### src/rtl/mem_access_stage.sv
// MEM pipeline stage: drives the data-memory req/ack bus for loads and stores,
// stalls upstream through memReady while an access is outstanding, and
// registers the selected write-back value into the MEM/WB outputs.
module mem_access_stage #(
  parameter int          ADDR_W   = 10,
  parameter int          TIMEOUT  = 16,
  parameter logic [31:0] ERR_DATA = 32'hDEADBEEF
) (
  input  logic              clk,
  input  logic              rst,
  // EXE/MEM register contents
  input  logic              valid_in,
  input  logic              DataMemWE,
  input  logic              WriteDataSrc,
  input  logic [31:0]       ALURes,
  input  logic [31:0]       Reg2DataOut,
  input  logic              WriteRegSrc,
  // upstream stall
  output logic              memReady,
  // data-memory bus
  output logic              mem_req,
  output logic              mem_we,
  output logic [ADDR_W-1:0] mem_addr,
  output logic [31:0]       mem_wdata,
  input  logic [31:0]       mem_rdata,
  input  logic              mem_ack,
  // MEM/WB register
  output logic [31:0]       WriteData_out,
  output logic              WriteRegSrc_out,
  output logic              valid_out,
  output logic              mem_err
);

  // Counter is one bit wider than needed so TIMEOUT itself is representable.
  localparam int                CNT_W    = $clog2(TIMEOUT) + 1;
  localparam logic [CNT_W-1:0]  LAST_CNT = CNT_W'(TIMEOUT - 1);

  localparam logic [1:0] IDLE = 2'd0;
  localparam logic [1:0] BUSY = 2'd1;
  localparam logic [1:0] DONE = 2'd2;

  logic [1:0]       stateReg;
  logic [CNT_W-1:0] counterReg;
  logic [31:0]      rdataQ;

  logic access;
  logic misal;
  logic startAccess;

  assign access      = valid_in & (DataMemWE | WriteDataSrc);
  assign misal       = access & (ALURes[1:0] != 2'b00);
  assign startAccess = access & ~misal;

  // Upstream may advance when idle with nothing to fetch/store, or for the
  // single cycle in which a finished access is handed to MEM/WB.
  assign memReady = ((stateReg == IDLE) & ~startAccess) | (stateReg == DONE);

  // Access FSM and registered bus outputs; mem_ack is only ever sampled here,
  // so there is no combinational path from ack back to req.
  always_ff @(posedge clk or posedge rst) begin
    if (rst) begin
      stateReg   <= IDLE;
      counterReg <= '0;
      rdataQ     <= '0;
      mem_req    <= 1'b0;
      mem_we     <= 1'b0;
      mem_addr   <= '0;
      mem_wdata  <= '0;
      mem_err    <= 1'b0;
    end else begin
      mem_err <= 1'b0;
      case (stateReg)
        IDLE: begin
          if (startAccess) begin
            mem_req    <= 1'b1;
            mem_we     <= DataMemWE;
            mem_addr   <= ALURes[ADDR_W+1:2];
            mem_wdata  <= Reg2DataOut;
            counterReg <= '0;
            stateReg   <= BUSY;
          end else if (misal) begin
            mem_err <= 1'b1;
          end
        end
        BUSY: begin
          counterReg <= counterReg + CNT_W'(1);
          // An ack arriving on the timeout cycle still completes normally.
          if (mem_ack) begin
            mem_req  <= 1'b0;
            rdataQ   <= mem_rdata;
            stateReg <= DONE;
          end else if (counterReg == LAST_CNT) begin
            mem_req  <= 1'b0;
            rdataQ   <= ERR_DATA;
            mem_err  <= 1'b1;
            stateReg <= DONE;
          end
        end
        DONE: begin
          stateReg <= IDLE;
        end
        default: begin
          stateReg <= IDLE;
        end
      endcase
    end
  end

  // MEM/WB register: load the instruction when upstream advances, otherwise
  // insert a bubble while keeping the last write-back value.
  always_ff @(posedge clk or posedge rst) begin
    if (rst) begin
      WriteData_out   <= '0;
      WriteRegSrc_out <= 1'b0;
      valid_out       <= 1'b0;
    end else if (memReady) begin
      valid_out       <= valid_in;
      WriteRegSrc_out <= misal ? 1'b0 : (WriteRegSrc & valid_in);
      WriteData_out   <= WriteDataSrc ? rdataQ : ALURes;
    end else begin
      valid_out       <= 1'b0;
      WriteRegSrc_out <= 1'b0;
    end
  end

endmodule

### config.mk
export PLATFORM = sky130hd
export DESIGN_NAME = mem_access_stage
export DESIGN_NICKNAME = d
export VERILOG_FILES = /design/src/rtl/mem_access_stage.sv
export SDC_FILE = /design/constraint.sdc
export NUM_CORES = 1
export LEC_CHECK = 0
export CORE_MARGIN = 5
export CORE_UTILIZATION = 48
export DETAILED_ROUTE_END_ITERATION = 10
export GPL_TIMING_DRIVEN = 0
export HOLD_SLACK_MARGIN = 0.15
export PLACE_DENSITY_LB_ADDON = 0.3
export SLEW_MARGIN = 20
export SYNTH_ARGS = -nofsm -noshare
export SYNTH_HDL_FRONTEND = slang
export SYNTH_SLANG_ARGS = --single-unit
### constraint.sdc
create_clock -name clk -period 14.2 [get_ports clk]
set_clock_uncertainty 0.15 [all_clocks]
set_input_delay 4.26 -clock clk [delete_from_list [all_inputs] [get_ports clk]]
set_output_delay 4.26 -clock clk [all_outputs]
set_load 0.02 [all_outputs]
==> results.json, run 1 <==
{
  "status": "complete, no violations",
  "pin_count": 183,
  "use_met2": 0.347,
  "yosys_warnings": 0,
  "avgViaCountPerCell": 5.16,
  "endpoint_kind": "output port",
  "drc": 0,
  "die_w_um": 110,
  "gr-usage-met1": 0.258,
  "path_class": "input pin to output port",
  "cp_max_fo": 10,
  "min-delay-path-class": "flop to flop",
  "fmax_ghz": 0.0946,
  "layout.nets": 624,
  "max_cap_violations": 0,
  "fin_crit_sh": 0.745,
  "grt_pass1_vias": 3776,
  "hpwl_mm": 9.36,
  "syn2layout_area_growth_pct": 54.0,
  "cts-root-buf": "clkbuf_8",
  "totalNegativeSetupSlack_ns": 0,
  "clk_path_buf_depth": 2,
  "die-area_mm2": 0.0122,
  "synth_compound_area_frac": 0.0808,
  "ant_nets": 0,
  "worst_ep_arrival_time_ns": 6.16,
  "cts_tree": "done",
  "diodes": 0,
  "synth_edf_count": 0,
  "postCtsResizedCells": 0,
  "maxSlewViolCount": 0,
  "syn_inst": 318,
  "cts_sinks": 118,
  "rows": 36,
  "syn_avg_cell_area_um2": 15.2,
  "floorplan.initialDensity": 0.494,
  "synth.area.top_cells": "dfrtp_1 (61%), mux2_2 (24%), o22a_1 (4.3%)",
  "portBuffers": 181,
  "ys_seq_elements": 118,
  "synthAdderAreaFrac": 0.00516,
  "postCtsHoldBufs": 0,
  "holdWs_ns": 0.335,
  "grt_first_pass_wirelength_mm": 20.6,
  "fin_area_mm2": 0.00746,
  "synthMuxAreaShare": 0.249,
  "globalRouteOverflowTotal": 0,
  "synth_top_area_frac": 0.609,
  "via_count": 3425,
  "grt_busiest_layer": "met2",
  "slew_headroom": 0.543,
  "worst_slew_pin_slew_ns": 0.685,
  "gp_congestion": 0.827,
  "drtIter0Drc": 85,
  "cts_setup_buffers": 0,
  "hold_viol_final": 0,
  "synth_area_mm2": 0.00485,
  "drt-wirelength-per-cell_um": 19.3,
  "die_h_um": 110,
  "synth_simple_gate_area_frac": 0.0287,
  "yosysTopAreaCell": "dfrtp_1",
  "synthArstFlopShare": 1.00,
  "clk-insertion-delay-late_ns": 0.51,
  "numCtsBuffers": 17,
  "yosysSeqAreaShare": 0.609,
  "met3_usage": 0.0985,
  "clk_pin_slew_worst_paths_ns": 0.05,
  "required_ns": 9.79,
  "ys.flop_type": "dfrtp_1",
  "rsz0062_at_grt": "false",
  "core_mm2": 0.00982,
  "yosysUniqueCellTypes": 31,
  "crit_path_start_kind": "input pin",
  "vdd.ir_drop.worst_v": 0.0000859,
  "htreeDepth": 4,
  "final_common_cell": "clkdlybuf4s50_1",
  "leakagePower_nw": 3.13,
  "track_usage": 0.214,
  "synthXorXnorAreaFrac": 0.00181,
  "drive_above_1_share": 0.288,
  "final-setup-viol-count": 0,
  "antenna_found_initial": 0,
  "period_needed_ns": 10.57,
  "mostFrequentLayoutCells": "clkdlybuf4s50_1 (181), dfrtp_1 (118), mux2_2 (104)",
  "grt_max_degree": 69,
  "syn-num-nets": 423,
  "routed_wl_mm": 12.8,
  "first_pass_iters": 4,
  "synth_top_family_by_area": "multiplexers",
  "placed_cell_area_mm2": 0.00686,
  "p_per_area_mw_per_mm2": 174
}
==> final cells by class <==
type | instances | area (µm²)
plain buffers | 17 | 113
clock buffers | 23 | 487
clock inverters | 8 | 120
fillers | 648 | 2360
inverters | 3 | 16.3
multi-input cells | 180 | 1770
flip-flops and latches | 118 | 2950
well taps | 133 | 166
repair buffers | 182 | 1840
==> synthesized netlist by cell type, drive strengths merged, types with 2 or more instances <==
| library cell | number |
|---|---|
| nand3 | 2 |
| and3 | 3 |
| and2b | 2 |
| nand2 | 9 |
| clkbuf | 6 |
| ha | 2 |
| dfrtp | 118 |
| o21ai | 5 |
| inv | 3 |
| nor2b | 3 |
| buf | 11 |
| a22o | 8 |
| o2bb2ai | 2 |
| nor2 | 4 |
| mux2 | 107 |
| o22a | 24 |
| o22ai | 2 |
==> registers in the layout, indices dropped and copies added (netlist names) <==
register / cells
mem_we: 1
stateReg: 2
mem_addr: 10
rdataQ: 32
mem_err: 1
WriteData_out: 32
WriteRegSrc_out: 1
mem_wdata: 32
counterReg: 5
mem_req: 1
valid_out: 1
==> logic make-up (layout without fill, tap and decap cells) <==
kind of cell	count (synthesis)	in the layout
simple gates	25	25
mux	107	107
compound gates	45	45
buf+inv	20	233
flops	118	118
xor+xnor	1	1
fa+ha+maj	2	2
==> stage by stage <==
stage | setup WS, ns | total power [mW] | util | std cells
after floorplan | 4.74 | 0.682 | - | 318
after detailed placement | 3.61 | 0.879 | 0.698 | 633
final | 3.63 | 1.30 | 0.760 | 664
after global placement | 3.60 | 0.860 | 0.695 | 632
after CTS | 3.60 | 1.32 | 0.760 | 664
after global routing | 3.56 | 1.36 | 0.760 | 664
==> critical path, cell delays in order <==
cell	delay, ns
clkdlybuf4s50_1	0.49
o21ba_4	0.26
a31oi_4	0.31
buf_6	0.21
clkdlybuf4s50_1	0.62
==> per-layer routing <==
metal / wire [µm] / vias up
met1: 5280 / 1703
met5: 0 / -
li1: - / 1560
met3: 1160 / 15
met4: 152 / 0
met2: 6240 / 147
==> final timing paths <==
path	startpoint	cells past startpoint	end	slack (ns)
max reg2reg	counterReg[0]	7	rdataQ[2]	11.82
min reg2reg	rdataQ[1]	1	rdataQ[1]	0.34
min	rdataQ[1]	1	rdataQ[1]	0.34
max in group asynchronous	rst	3	rdataQ[5]	9.19
max	DataMemWE	5	memReady	3.63
min in group asynchronous	rst	2	mem_wdata[14]	4.02
==> power breakdown <==
group | internal [mW] | switching, mW
Clock | 0.288 | 0.141
Combinational | 0.217 | 0.168
Sequential | 0.434 | 0.0528
Note: power is estimated with default switching activity, not from simulation.
==> run 2: changes to the inputs <==
--- a/config.mk
+++ b/config.mk
@@ -6,7 +6,7 @@
 export NUM_CORES = 1
 export LEC_CHECK = 0
 export CORE_MARGIN = 5
-export CORE_UTILIZATION = 48
+export CORE_UTILIZATION = 44
 export DETAILED_ROUTE_END_ITERATION = 10
 export GPL_TIMING_DRIVEN = 0
 export HOLD_SLACK_MARGIN = 0.15
==> constraint.sdc (replaced) <==
create_clock -name clk -period 10.1 [get_ports clk]
set_clock_uncertainty 0.15 [all_clocks]
set_input_delay 3.03 -clock clk [delete_from_list [all_inputs] [get_ports clk]]
set_output_delay 3.03 -clock clk [all_outputs]
set_load 0.02 [all_outputs]
==> run 2 against run 1 <==
Against the previous run:
- register-to-register slack worse by 4.2 ns
- combinational power increased by 40%
- first-iteration DRC count rose by 45%
- sequential share of layout area is 0.086 points lower
- non-clock buffer count unchanged
- worst hold slack hardly changed
- critical path depth did not move
- final cell count grew 1.2%
- global-route usage is 2.2 points lower
==> results.json, run 2 (synthesis results as in run 1) <==
{
  "first_pass_iters": 4,
  "maxSlewViolCount": 0,
  "syn2layout_area_growth_pct": 54.4,
  "drt-wirelength-per-cell_um": 18.2,
  "rsz0062_at_grt": "false",
  "diodes": 0,
  "final-setup-viol-count": 0,
  "fin_crit_sh": 0.805,
  "antenna_found_initial": 0,
  "final_cell_count_no_fill": 672,
  "cts_tree": "done",
  "via_count": 3373,
  "cts-root-buf": "clkbuf_8",
  "drtIter0Drc": 123,
  "avgViaCountPerCell": 5.02,
  "die-area_mm2": 0.0132,
  "cp-startpoint": "DataMemWE",
  "worst_slew_pin_slew_ns": 0.709,
  "pin_count": 183,
  "numCtsBuffers": 17,
  "cts_sinks": 118,
  "finalPower_mw": 1.84,
  "hold_viol_final": 0,
  "slew_headroom": 0.527,
  "path_class": "input pin to output port",
  "routed_wl_mm": 12.3,
  "hpwl_mm": 9.02,
  "ant_nets": 0,
  "leakagePower_nw": 3.13,
  "p_per_area_mw_per_mm2": 246,
  "period_needed_ns": 8.13,
  "postCtsHoldBufs": 0,
  "reg_top3": "WriteData_out: 32 flops, mem_wdata: 32 flops, rdataQ: 32 flops",
  "cp_max_fo": 10,
  "die_h_um": 115,
  "min_path_cells": 1,
  "max_cap_violations": 0,
  "rows": 38,
  "worstRegToRegCells": 7,
  "vdd.ir_drop.worst_v": 0.000130,
  "floorplan.initialDensity": 0.447,
  "min-delay-start": "rdataQ[23]",
  "crit_path_start_kind": "input pin",
  "final_common_cell": "clkdlybuf4s50_1",
  "grt_max_degree": 71,
  "globalRouteOverflowTotal": 0,
  "r2r_start": "counterReg[0]",
  "clk_pin_slew_worst_paths_ns": 0.06,
  "placed_cell_area_mm2": 0.00687,
  "track_usage": 0.193,
  "die_w_um": 115,
  "htreeDepth": 4,
  "fin_area_mm2": 0.00748,
  "required_ns": 6.92,
  "gp_congestion": 0.828,
  "core_mm2": 0.0108,
  "mostFrequentLayoutCells": "clkdlybuf4s50_1 (181), dfrtp_1 (118), mux2_2 (104)",
  "worst_ep_arrival_time_ns": 4.95,
  "clk_path_buf_depth": 2,
  "dp_cells": 640,
  "postCtsResizedCells": 0,
  "status": "complete, no violations",
  "totalNegativeSetupSlack_ns": 0,
  "min-delay-path-class": "flop to flop",
  "drc": 0,
  "grt_first_pass_wirelength_mm": 19.7,
  "layout.nets": 624,
  "endpoint_kind": "output port",
  "cts_setup_buffers": 0,
  "portBuffers": 181,
  "grt_pass1_vias": 3836,
  "clk-insertion-delay-late_ns": 0.50,
  "drive_above_1_share": 0.286,
  "fin_util": 0.690,
  "fmax_ghz": 0.123
}
==> run 2: final timing paths <==
path                                 end  slack, ns
hold reg to reg               rdataQ[23]       0.34
max in group asynchronous     rdataQ[11]       6.33
hold / removal                rdataQ[23]       0.34
setup reg to reg               rdataQ[6]       7.67
min in group asynchronous  mem_wdata[11]       2.78
setup / recovery                memReady       1.97
==> run 2: final cells by class <==
cell class                      instances  area [µm²]
Inverter                                3        16.3
Buffer                                 17         113
Multi-Input combinational cell        180        1770
Fill cell                             802        3360
Timing Repair Buffer                  182        1840
Clock inverter                          9         148
Sequential cell                       118        2950
Clock buffer                           23         467
Tap cell                              140         175
==> run 2: where the power goes <==
| part | switching (mW) | internal, mW | total, mW | leakage, nW |
|---|---|---|---|---|
| Clock | 0.200 | 0.418 | 0.618 | 0.302 |
| Sequential | 0.0717 | 0.609 | 0.681 | 1.40 |
| Combinational | 0.233 | 0.305 | 0.538 | 1.44 |
| Total | 0.505 | 1.33 | 1.84 | 3.13 |
==> run 2: worst max-delay path: stages <==
cell and delay (ns):
clkdlybuf4s50_1 0.47, o21ba_4 0.25, a31oi_4 0.36, buf_6 0.22
clkdlybuf4s50_1 0.61
==> run 2: stage by stage <==
step	setup slack (ns)	hold slack [ns]
5_1_grt	1.92	0.350
3_3_place_gp	1.98	0.314
6_report	1.97	0.335
3_5_place_dp	1.98	0.325
2_1_floorplan	3.10	0.304
4_1_cts	1.97	0.338
==> run 2: per-layer routing <==
layer	up-vias	GRT usage	part of all wire
met5	-	0	0
met4	0	0.0618	0.013
met3	14	0.0789	0.087
met2	137	0.304	0.47
met1	1652	0.244	0.43
li1	1570	-	-
==> run 3: changes to the inputs <==
--- a/config.mk
+++ b/config.mk
@@ -6,7 +6,7 @@
 export NUM_CORES = 1
 export LEC_CHECK = 0
 export CORE_MARGIN = 5
-export CORE_UTILIZATION = 44
+export CORE_UTILIZATION = 40
 export DETAILED_ROUTE_END_ITERATION = 10
 export GPL_TIMING_DRIVEN = 0
 export HOLD_SLACK_MARGIN = 0.15
==> constraint.sdc (replaced) <==
create_clock -name clk -period 7.2 [get_ports clk]
set_clock_uncertainty 0.15 [all_clocks]
set_input_delay 2.16 -clock clk [delete_from_list [all_inputs] [get_ports clk]]
set_output_delay 2.16 -clock clk [all_outputs]
set_load 0.02 [all_outputs]
==> run 3 against run 2 <==
Against the previous run:
- clock power rose by 24%
- count of clock-buffer cells in the layout rose by 4
- register-to-register slack lost 2.9 ns
- flip-flop and latch count unchanged
- sequential power up 41%
- non-clock buffer count unchanged
- sequential share of layout area grew 0.31 points
- setup slack lost 1.1 ns
- worst hold slack got worse by 0.0038 ns
- largest power group unchanged
- die area grew 9.1%
==> results.json, run 3 (synthesis results as in run 1) <==
{
  "status": "complete, no violations",
  "diodes": 0,
  "worst_ep_arrival_time_ns": 4.06,
  "routed_wl_mm": 12.4,
  "hold_viol_final": 0,
  "cts-root-buf": "clkbuf_16",
  "crit_chain": "clkdlybuf4s50_1 -> o21ba_4 -> a31oi_4 -> buf_6 -> clkdlybuf4s50_1",
  "die_h_um": 120,
  "n_fill_cell": 960,
  "ant_nets": 0,
  "fmax_ghz": 0.157,
  "min-delay-start": "rdataQ[10]",
  "track_usage": 0.180,
  "clk_pin_slew_worst_paths_ns": 0.05,
  "fin_util": 0.621,
  "maxSlewViolCount": 0,
  "endpoint_kind": "output port",
  "antenna_found_initial": 0,
  "clk-insertion-delay-late_ns": 0.41,
  "fin_crit_sh": 0.885,
  "numCtsBuffers": 17,
  "die-area_mm2": 0.0144,
  "p_seq_frac": 0.387,
  "min_path_cells": 1,
  "gp_congestion": 0.736,
  "postCtsHoldBufs": 0,
  "max_cap_violations": 0,
  "path_class": "input pin to output port",
  "p_per_area_mw_per_mm2": 334,
  "period_needed_ns": 6.37,
  "worstRegToRegCells": 7,
  "crit_family": "buffers and inverters",
  "leakagePower_nw": 3.11,
  "power_frac_comb": 0.303,
  "multiInputGateArea_mm2": 0.00177,
  "cts_sinks": 118,
  "placed_cell_area_mm2": 0.00687,
  "swShare": 0.281,
  "seqCellArea_mm2": 0.00295,
  "totalNegativeSetupSlack_ns": 0,
  "final_common_cell": "clkdlybuf4s50_1",
  "slowest_delay_ns": 0.62,
  "min_to": "rdataQ[10]",
  "p_sw_mw": 0.696,
  "rows": 40,
  "cts_setup_buffers": 0,
  "slew_headroom": 0.528,
  "grt_pass1_vias": 3785,
  "rsz0062_at_grt": "false",
  "intPower_mw": 1.78,
  "drive_above_1_share": 0.283,
  "floorplan.initialDensity": 0.405,
  "r2r-end": "rdataQ[9]",
  "htreeDepth": 4,
  "portBuffers": 181,
  "drtIter0Drc": 114,
  "grt_max_degree": 69,
  "globalRouteOverflowTotal": 0,
  "pin_count": 183,
  "postCtsResizedCells": 0,
  "core_mm2": 0.0120,
  "cp_slowest_cell": "clkdlybuf4s50_1",
  "drt-wirelength-per-cell_um": 18.4,
  "hpwl_mm": 9.12,
  "finalPower_mw": 2.48,
  "r2r_start": "counterReg[0]",
  "cts_tree": "done",
  "p_clk_frac": 0.310,
  "die_w_um": 120,
  "min-delay-path-class": "flop to flop",
  "mostFrequentLayoutCells": "clkdlybuf4s50_1 (181), dfrtp_1 (118), mux2_2 (104)",
  "syn2layout_area_growth_pct": 53.2,
  "vdd.ir_drop.worst_v": 0.000177,
  "worst_slew_pin_slew_ns": 0.708,
  "avgViaCountPerCell": 4.97,
  "via_count": 3366,
  "layout.nets": 624,
  "clk_path_buf_depth": 2,
  "fin_ws_ns": 0.830,
  "grt_first_pass_wirelength_mm": 20.0,
  "first_pass_iters": 4,
  "fin_area_mm2": 0.00742,
  "final-setup-viol-count": 0,
  "r2r_slack_ns": 4.76,
  "drc": 0,
  "cp_common_cell": "clkdlybuf4s50_1",
  "worst-path-buf-inv": 3,
  "reg_top3": "WriteData_out: 32 flops, mem_wdata: 32 flops, rdataQ: 32 flops",
  "crit_path_start_kind": "input pin",
  "pre_cts_slack_ns": 0.812,
  "cp_max_fo": 10,
  "required_ns": 4.89
}
[run 3: metrics by stage]
| stage | std cells | hold WS, ns |
|---|---|---|
| floorplan | 318 | 0.304 |
| global placement | 646 | 0.316 |
| detailed placement | 647 | 0.323 |
| CTS | 677 | 0.334 |
| global route | 677 | 0.351 |
| finish | 677 | 0.332 |
[run 3: worst max-delay path by stage]
stage / from / endpoint / slack (ns) / cells past startpoint
2_1_floorplan: rst / WriteData_out[0] / 1.76 / 1
3_3_place_gp: rst / WriteData_out[30] / 0.07 / 2
3_5_place_dp: DataMemWE / memReady / 0.81 / 5
4_1_cts: DataMemWE / memReady / 0.80 / 5
5_1_grt: DataMemWE / memReady / 0.77 / 5
6_report: DataMemWE / memReady / 0.83 / 5
[run 3: cell type report]
| type | count | share of cell area |
|---|---|---|
| Multi-Input combinational cell | 180 | 0.238 |
| Clock buffer | 27 | 0.0718 |
| Inverter | 3 | 0.00219 |
| Sequential cell | 118 | 0.398 |
| Buffer | 17 | 0.0152 |
| Clock inverter | 3 | 0.00202 |
| Tap cell | 147 | 0.0248 |
| Timing Repair Buffer | 182 | 0.248 |
[run 3: routing by layer]
layer  GRT usage  wire, µm  up-vias
li1            -         -     1561
met1       0.206      5040     1655
met2       0.294      5890      136
met3      0.0910      1340       14
met4      0.0616       172        0
met5           0         0        -
[run 3: power groups by stage]
stage	clock network [mW]	registers [mW]	logic, mW
floorplan	0	1.10	0.247
global placement	0	0.955	0.743
detailed placement	0	0.966	0.761
CTS	0.784	0.959	0.764
global route	0.822	0.982	0.802
finish	0.768	0.958	0.750
[run 3: worst register-to-register path, stage by stage (launching register included)]
cell and delay [ns]:
dfrtp_1 0.41, ha_1 0.23, and3_1 0.19, ha_1 0.24, o21ai_2 0.47, inv_2 0.17
buf_2 0.25, o22a_1 0.21
==> variant, RTL diff (config.mk and constraints of run 3) <==
The parameter `TIMEOUT` goes from 16 to 32.
--- a/src/rtl/mem_access_stage.sv
+++ b/src/rtl/mem_access_stage.sv
@@ -4,5 +4,5 @@
 module mem_access_stage #(
   parameter int          ADDR_W   = 10,
-  parameter int          TIMEOUT  = 16,
+  parameter int          TIMEOUT  = 32,
   parameter logic [31:0] ERR_DATA = 32'hDEADBEEF
 ) (
Check against the original RTL: no difference found for any inputs over 4 cycles, from zero or initial values and one cycle with rst high; that may be too few to reach the edited logic, so the function may still have changed.
==> variant against run 3 <==
- setup slack got worse by 78 ps
- via count rose by 18%
- area after synthesis rose by 9.9%
- worst hold slack improved by 21 ps
- design area rose by 7.5%
- power fell by 1.6%
- wire length rose by 18%
- sequential cell count rose by 1
==> variant: results (changes against run 3) <==
[global_routing]
grt_pass1_vias=4344  ; +15%
grt_max_degree=81  ; +17%
gr-total-overflow=0  ; unchanged
grt_pass1_wl_mm=23.59  ; +18%
grtUsageTotal=0.1892  ; +0.008700

[logic_synthesis]
ys_top_cells_by_count=dfrtp_1, mux2_2, mux2_4
synth-async-reset-ratio=1.000  ; unchanged
ys_seq_area_frac=0.5591  ; -0.05027
synth-main-ff-cell=dfrtp_1
synth_nets=501  ; +18%
synthDistinctLibCells=35  ; +13%
yosys-top-cells-area=dfrtp_1, mux2_2, mux2_4

[outcome]
status=finished clean

[sta]
relSlewSlack=0.5315  ; +0.003608
clock.fmax_ghz=0.1551  ; -1.2%

[clocking]
cts_root_buf=clkbuf_16
cts_buffer_depth=2  ; unchanged
htree_levels=4  ; unchanged
clk_pin_slew_ps=50  ; about the same
insertion_delay_ps=410  ; about the same
cts_made_buffers=17  ; unchanged

[worst_setup_path]
path_max_fanout=10  ; unchanged
r2r_setup_slack_ps=5180  ; +420 ps
rr_worst_depth=5  ; -2
r2r-end=rdataQ[13]$_DFFE_PP0P_
arrival_ps=4140  ; +80 ps
r2r-start=counterReg[0]$_DFFE_PP0P_

[min_path]
min_path_cells=1  ; unchanged
hold_path.class=flip-flop to flip-flop
hold_start=WriteData_out[0]$_DFFE_PP0P_
worstHoldEndpoint=WriteData_out[0]$_DFFE_PP0P_

[place]
port_buffers=180  ; -0.55%
place.gp.congestion=0.7898  ; +7.3%
post-place-ws_ps=756.7  ; -55.59 ps
dp.final_hpwl_mm=10.60  ; +16%

[layout]
final_nets=701  ; +12%
drive_gt1_frac=0.2541  ; -0.02892
reg_top3=WriteData_out (32), mem_wdata (32), rdataQ (32)
fill_cells=1026  ; +6.9%

[detailed_routing]
firstDrtPassIters=6  ; +2
drt_iter0_drc=242  ; +110%
wl_per_cell_um=18.69  ; +1.6%
via_per_inst=5.056  ; +1.7%

[power_and_ir_drop]
vdd_drop_max_mv=0.1825  ; +3.3%
power_density_nw_per_um2=305.6  ; -8.4%
leakage_uw=0.003392  ; +9.2%

## variant: report_power, final
part	total (µW)	switching [µW]	internal, µW
sequential	893	86.8	806
clock	847	292	554
combinational	698	301	397
total	2440	681	1760
## variant: metrics by stage
stage / hold WS (ps) / total power, µW / area, µm² / instances / util
6_report: 353.1 / 2438 / 7978 / 786 / 0.6072
3_3_place_gp: 337.2 / 1582 / 7348 / 753 / 0.5593
3_5_place_dp: 342.4 / 1606 / 7381 / 754 / 0.5618
4_1_cts: 357.1 / 2461 / 7978 / 786 / 0.6072
5_1_grt: 367.5 / 2546 / 7978 / 786 / 0.6072
2_1_floorplan: 327.6 / 1265 / 5326 / 397 / -
## variant: worst max-delay path: stages
cell and delay (ps):
clkdlybuf4s50_1 500, o21ba_4 250, a31oi_4 300, buf_4 270, clkdlybuf4s50_1 640
## variant: worst max path at each step
stage          startpoint                      endpoint  cells past startpoint
6_report        DataMemWE                      memReady                      5
5_1_grt         DataMemWE                      memReady                      5
4_1_cts         DataMemWE                      memReady                      5
3_5_place_dp    DataMemWE                      memReady                      5
3_3_place_gp          rst      mem_wdata[6]$_DFFE_PP0P_                      2
2_1_floorplan         rst  WriteData_out[0]$_DFFE_PP0P_                      1
## variant: area by class of cell
cell class	instances	area [µm²]	area share
Inverter	3	16.27	0.002039
Sequential cell	119	2978	0.3733
Clock inverter	7	91.34	0.01145
Tap cell	176	220.2	0.02760
Timing Repair Buffer	181	1829	0.2293
Buffer	27	162.7	0.02039
Clock buffer	25	505.5	0.06336
Multi-Input combinational cell	248	2175	0.2726
## variant: per-layer routing
metal,share of wire,global-route usage
met2,0.49,0.3138
met3,0.064,0.06141
met4,0.014,0.05421
met1,0.43,0.2380
met5,0,0
## variant: kinds of logic (layout without fill, tap and decap cells)
group	count (synthesis)	in the layout	share of synthesized area
AOI/OAI and AO/OA	82	82	0.1008
buffers and inverters	30	243	0.03265
DFF	119	119	0.5591
muxes	108	108	0.2542
adders and majority gates	1	1	0.002349
and+or+nand+nor	57	57	0.05098
